[src/rtl/blc_pkg.sv]
// Shared definitions for the black-level-correction pipeline.
package blc_pkg;

    typedef enum logic [1:0] {
        BLC_BYPASS    = 2'd0,
        BLC_SUB_CLAMP = 2'd1,
        BLC_ADD_SAT   = 2'd2,
        BLC_RESERVED  = 2'd3
    } blc_mode_e;

    localparam int SOF_BIT = 0;

endpackage

[src/rtl/blc_chan_alu.sv]
// Combinational per-channel black-level arithmetic: bypass, subtract-and-clamp,
// or signed add with saturation to the unsigned pixel range.
module blc_chan_alu
    import blc_pkg::*;
#(
    parameter int DATA_WIDTH = 12
) (
    input  logic [DATA_WIDTH-1:0] x,
    input  logic [DATA_WIDTH-1:0] o,
    input  blc_mode_e             mode,
    output logic [DATA_WIDTH-1:0] y
);

    localparam int SW = DATA_WIDTH + 2;
    localparam logic signed [SW-1:0] PIX_MAX = {2'b00, {DATA_WIDTH{1'b1}}};

    logic signed [SW-1:0] sum;

    // Two guard bits hold any x + o without wrap, so the sign bit flags underflow.
    assign sum = $signed({2'b00, x}) + $signed({{2{o[DATA_WIDTH-1]}}, o});

    always_comb begin
        // NOTE: y gets a default before the case so no path leaves it unassigned (no latch).
        y = x;
        case (mode)
            BLC_SUB_CLAMP: y = (x >= o) ? x - o : '0;
            BLC_ADD_SAT: begin
                if (sum[SW-1])
                    y = '0;
                else if (sum > PIX_MAX)
                    y = '1;
                else
                    y = sum[DATA_WIDTH-1:0];
            end
            default: y = x;
        endcase
    end

endmodule

[src/rtl/blc_pipe.sv]
// Two-stage black-level-correction pipeline with valid/ready backpressure and
// double-buffered per-channel offsets that switch over on start-of-frame beats.
module blc_pipe
    import blc_pkg::*;
#(
    parameter int DATA_WIDTH = 12,
    parameter int NUM_CH     = 3,
    parameter int AUX_WIDTH  = 36,
    parameter int CH_SEL_W   = 2
) (
    input  logic                         clock,
    input  logic                         reset,
    input  logic                         u_i_ready,
    output logic                         i_i_ready,
    input  logic [NUM_CH*DATA_WIDTH-1:0] data_in,
    input  logic [AUX_WIDTH-1:0]         aux_in,
    output logic                         i_r_ready,
    input  logic                         u_r_ready,
    output logic [NUM_CH*DATA_WIDTH-1:0] data_out,
    output logic [AUX_WIDTH-1:0]         aux_out,
    input  logic                         cfg_we,
    input  logic [CH_SEL_W-1:0]          cfg_ch,
    input  logic [DATA_WIDTH-1:0]        cfg_offset,
    input  logic [1:0]                   cfg_mode,
    input  logic                         cfg_mode_we,
    output logic [1:0]                   active_mode
);

    localparam int BW = NUM_CH * DATA_WIDTH;

    logic [DATA_WIDTH-1:0] shadow_off [NUM_CH];
    logic [DATA_WIDTH-1:0] active_off [NUM_CH];
    blc_mode_e             shadow_mode;
    blc_mode_e             act_mode;

    logic                  s1_valid;
    logic [BW-1:0]         s1_data;
    logic [AUX_WIDTH-1:0]  s1_aux;
    logic [DATA_WIDTH-1:0] s1_off [NUM_CH];
    blc_mode_e             s1_mode;

    logic                  s2_valid;
    logic [BW-1:0]         s2_data;
    logic [AUX_WIDTH-1:0]  s2_aux;

    logic [BW-1:0]         alu_y;
    logic                  s2_load;
    logic                  s1_advance;
    logic                  in_fire;
    logic                  sof_fire;
    logic                  cfg_hit;

    assign s2_load    = !s2_valid || u_r_ready;
    assign s1_advance = s1_valid && s2_load;
    assign i_i_ready  = !s1_valid || s1_advance;
    assign in_fire    = u_i_ready && i_i_ready;
    assign sof_fire   = in_fire && aux_in[SOF_BIT];
    assign cfg_hit    = cfg_we && (int'(cfg_ch) < NUM_CH);

    // NOTE: non-blocking updates mean a SOF beat latches the shadow value from
    // before any same-cycle cfg write; the write lands in shadow only.
    always_ff @(posedge clock) begin
        if (reset) begin
            // NOTE: the offset register files are reset because their zero state is
            // architecturally visible through the arithmetic.
            for (int ch = 0; ch < NUM_CH; ch++) begin
                shadow_off[ch] <= '0;
                active_off[ch] <= '0;
            end
            shadow_mode <= BLC_BYPASS;
            act_mode    <= BLC_BYPASS;
        end else begin
            if (sof_fire) begin
                active_off <= shadow_off;
                act_mode   <= shadow_mode;
            end
            if (cfg_hit)
                shadow_off[cfg_ch] <= cfg_offset;
            if (cfg_mode_we)
                shadow_mode <= blc_mode_e'(cfg_mode);
        end
    end

    always_ff @(posedge clock) begin
        if (reset)
            s1_valid <= 1'b0;
        else if (i_i_ready)
            s1_valid <= u_i_ready;
    end

    // S1 payload is qualified by s1_valid and needs no reset.
    always_ff @(posedge clock) begin
        if (in_fire) begin
            s1_data <= data_in;
            s1_aux  <= aux_in;
            s1_off  <= aux_in[SOF_BIT] ? shadow_off : active_off;
            s1_mode <= aux_in[SOF_BIT] ? shadow_mode : act_mode;
        end
    end

    for (genvar ch = 0; ch < NUM_CH; ch++) begin : g_alu
        blc_chan_alu #(
            .DATA_WIDTH(DATA_WIDTH)
        ) u_alu (
            .x   (s1_data[ch*DATA_WIDTH +: DATA_WIDTH]),
            .o   (s1_off[ch]),
            .mode(s1_mode),
            .y   (alu_y[ch*DATA_WIDTH +: DATA_WIDTH])
        );
    end

    always_ff @(posedge clock) begin
        if (reset) begin
            s2_valid <= 1'b0;
            s2_data  <= '0;
            s2_aux   <= '0;
        end else if (s2_load) begin
            s2_valid <= s1_valid;
            if (s1_valid) begin
                s2_data <= alu_y;
                s2_aux  <= s1_aux;
            end
        end
    end

    assign i_r_ready   = s2_valid;
    assign data_out    = s2_data;
    assign aux_out     = s2_aux;
    assign active_mode = act_mode;

endmodule

[config.mk]
export PLATFORM = sky130hd
export DESIGN_NAME = blc_pipe
export DESIGN_NICKNAME = d
export VERILOG_FILES = /design/src/rtl/blc_pkg.sv /design/src/rtl/blc_chan_alu.sv /design/src/rtl/blc_pipe.sv
export SDC_FILE = /design/constraint.sdc
export NUM_CORES = 1
export LEC_CHECK = 0
export CORE_MARGIN = 2
export CORE_UTILIZATION = 60
export CTS_CLUSTER_SIZE = 14
export DETAILED_ROUTE_END_ITERATION = 10
export PLACE_DENSITY = 0.94
export REMOVE_ABC_BUFFERS = 1
export SETUP_SLACK_MARGIN = 0.4
export SYNTH_ARGS = -nofsm -noshare
export SYNTH_HDL_FRONTEND = slang
export SYNTH_SLANG_ARGS = --single-unit
[constraint.sdc]
create_clock -name clock -period 6.54 [get_ports clock]
set_clock_uncertainty 0.2 [all_clocks]
set_input_delay 0.654 -clock clock [delete_from_list [all_inputs] [get_ports clock]]
set_output_delay 0.654 -clock clock [all_outputs]
set_load 0.02 [all_outputs]
==> flow_summary_export.csv <==
group,metric,value,unit
pwr,p_per_area,251,nW/um2
synthesis,synth.yosys.seq_area_share,46.6,%
clock_tree,cts_buffers,28,
setup_path,cp-end-kind,"flip-flop",
global_route,overflow,0,
global_route,grt_usage,28.4,%
clock_tree,ctsHoldBuffers,0,
global_route,antenna_found_initial,0,
setup_path,critical_path_class,"flip-flop to flip-flop",
run_status,outcome,"complete, no violations",
placement,place_congestion,0.936,
setup_path,reg2reg_slack,2.98,ns
setup_path,path_buf_inv,0,
routing,avgViaCountPerCell,6.05,
floorplanning,io_pins,170,
routing,drtIter0Drc,863,
floorplanning,die_h,154,um
synthesis,mappedNetlistArea,13500,um2
clock_tree,ctsRootBufferMaster,"clkbuf_16",
setup_path,crit_fanout,13,
routing,drtPass1Iterations,5,
setup_path,slowest_stage,"nor2_1",
synthesis,async_reset_ff_share,0,%
finish,area_growth,20.1,%
placement,io_buffers,169,
setup_path,crit_top_cell,"a21oi_1",
floorplanning,fp.dieW,154,um
finish,diodes,0,
synthesis,synth_warnings,0,
clock_tree,cts_resized,0,
floorplanning,core,22000,um2
clock_tree,cts_setup_buffers,0,
global_route,grt_max_degree,100,
pwr,peakVddDrop,0.000224,V
clock_tree,h-tree-depth,1,
synthesis,synth_area_leaders,"edfxtp_1, dfxtp_1, ha_1, nand2_1, a21oi_1",
synthesis,synth_common_cells,"nand2_1, dfxtp_1, a21oi_1",
pwr,leakage,0.00641,uW
synthesis,syn_avg_cell_area,9.72,um2
timing,fmax,281,MHz
setup_path,arrival,3.75,ns
synthesis,synthCells,1391,
routing,ant_nets,0,
routing,drc,0,
finish,drive_above_1_share,8.74,%
flow_run,drv_cap,0,
worst_hold_path,hold_class,"flip-flop to flip-flop",
timing,setup_violations,0,
synthesis,synth_ff_type,"dfxtp_1",
clock_tree,cts.reportedPaths.clkPinSlew,0.06,ns
timing,holdWs,0.246,ns
timing,period_share,54.4,%
clock_tree,clock_latency,0.57,ns
pwr,power,4080,uW
timing,hold_violations,0,
synthesis,synth_edf_count,110,
routing,vias,11000,
timing,slew_viol_final,0,
timing,relSlewSlack,27.8,%
synthesis,yosys.cell_count.top_type,"nand2_1",
floorplanning,placementRows,54,
setup_path,path_cells,"ha_1 > nor3b_1 > o31ai_1 > a21oi_1 > o2111a_1 > nor2_1 > o221ai_1 > a21oi_1 > o41ai_2",
synthesis,synth-seq-cells,260,
routing,routed_wl,34200,um
synthesis,synth_top_area_cell,"edfxtp_1",
finish,layout.nets,1700,
floorplanning,die_area,23700,um2
global_route,grt_first_pass_wirelength,55100,um
timing,fin_crit,3.56,ns
timing,setup-tns-final,0,ns
timing,worst_slew_pin_slew,1.08,ns
synthesis,synth_top_area_share,24.4,%
setup_path,cp_top_family,"compound AO/OA/AOI/OAI gates",
setup_path,cp_slowest_stage_delay,0.76,ns
synthesis,ys_types,84,
clock_tree,cts.path.max_buffers,3,
global_route,grt_pass1_vias,11100,
clock_tree,cts_tree,"yes",
clock_tree,clkSinkCount,260,
floorplanning,start_util,61.6,%
timing,rsz0062_at_grt,"no",
setup_path,cp.required,6.73,ns
setup_path,critPathLaunchType,"flip-flop",
placement,detailed_place_hpwl,23300,um
routing,routedWlPerCell,18.7,um
-- cell usage in the layout (no fill, tap or decap), drive strengths merged, types with 14 or more instances in the layout --
| cell type | count |
|---|---|
| nand3 | 20 |
| o21ai | 41 |
| xnor2 | 23 |
| nor2b | 16 |
| o211ai | 14 |
| ha | 77 |
| a221oi | 14 |
| nor3 | 26 |
| edfxtp | 110 |
| nand2b | 17 |
| dfxtp | 150 |
| nand2 | 187 |
| a21o | 21 |
| inv | 80 |
| nor2 | 104 |
| clkbuf | 42 |
| a21oi | 140 |
| mux2i | 38 |
| clkdlybuf4s50 | 167 |
| mux2 | 42 |
-- logic make-up after synthesis --
logic type | share of synthesized area [%]
XOR/XNOR | 1.68
buffers and inverters | 4.79
AND/OR/NAND/NOR | 14.1
multiplexers | 6.37
AO/OA/AOI/OAI | 18.4
flip-flops | 46.6
adder cells (fa/ha/maj) | 8.01
-- registers in the layout, indices dropped and copies added (netlist names) --
name / count
s1_valid: 1
s1_data: 36
aux_out: 36
s1_mode: 2
s1_off: 36
data_out: 36
active_mode: 2
shadow_off: 36
active_off: 36
i_r_ready: 1
shadow_mode: 2
s1_aux: 36
-- final cells by class --
class | count | area [um2]
multi-input cells | 972 | 6590
flip-flops and latches | 260 | 6310
fillers | 1498 | 5720
repair buffers | 179 | 1760
clock buffers | 42 | 835
well taps | 280 | 350
inverters | 82 | 308
clock inverters | 10 | 93.8
-- worst register-to-register path: stages (launching register included) --
cell and delay [ns]:
edfxtp_1 0.42, ha_1 0.47, nor3b_1 0.11, o31ai_1 0.39
a21oi_1 0.19, o2111a_1 0.28, nor2_1 0.76, o221ai_1 0.22
a21oi_1 0.23, o41ai_2 0.11
-- where the power goes --
group	total (uW)	switching, uW	internal, uW
clock	1550	657	890
sequential	1830	52.0	1780
combinational	708	408	300
-- path summary, 6_finish.rpt --
path	startpoint	to	depth (start not counted)
max reg2reg	s1_data[2]	data_out[11]	9
max	s1_data[2]	data_out[11]	9
min reg2reg	data_out[25]	data_out[25]	2
min	data_out[25]	data_out[25]	2
-- metrics by stage --
stage	instances	setup WS, ns	area, um2	util (%)
after floorplan	1314	0.905	13200	-
after global routing	1825	2.70	16200	74.0
after detailed placement	1773	3.09	15300	69.7
final	1825	2.98	16200	74.0
after global placement	1773	3.14	15300	69.7
after CTS	1825	3.02	16200	74.0
-- layer usage --
metal | up-vias | routed length [um] | track usage, %
li1 | 5245 | - | -
met1 | 5269 | 14300 | 36.8
met2 | 452 | 16400 | 48.3
met3 | 79 | 2540 | 5.24
met4 | 0 | 947 | 8.81
met5 | - | 0 | 0
(Power assumes the default switching activity.)
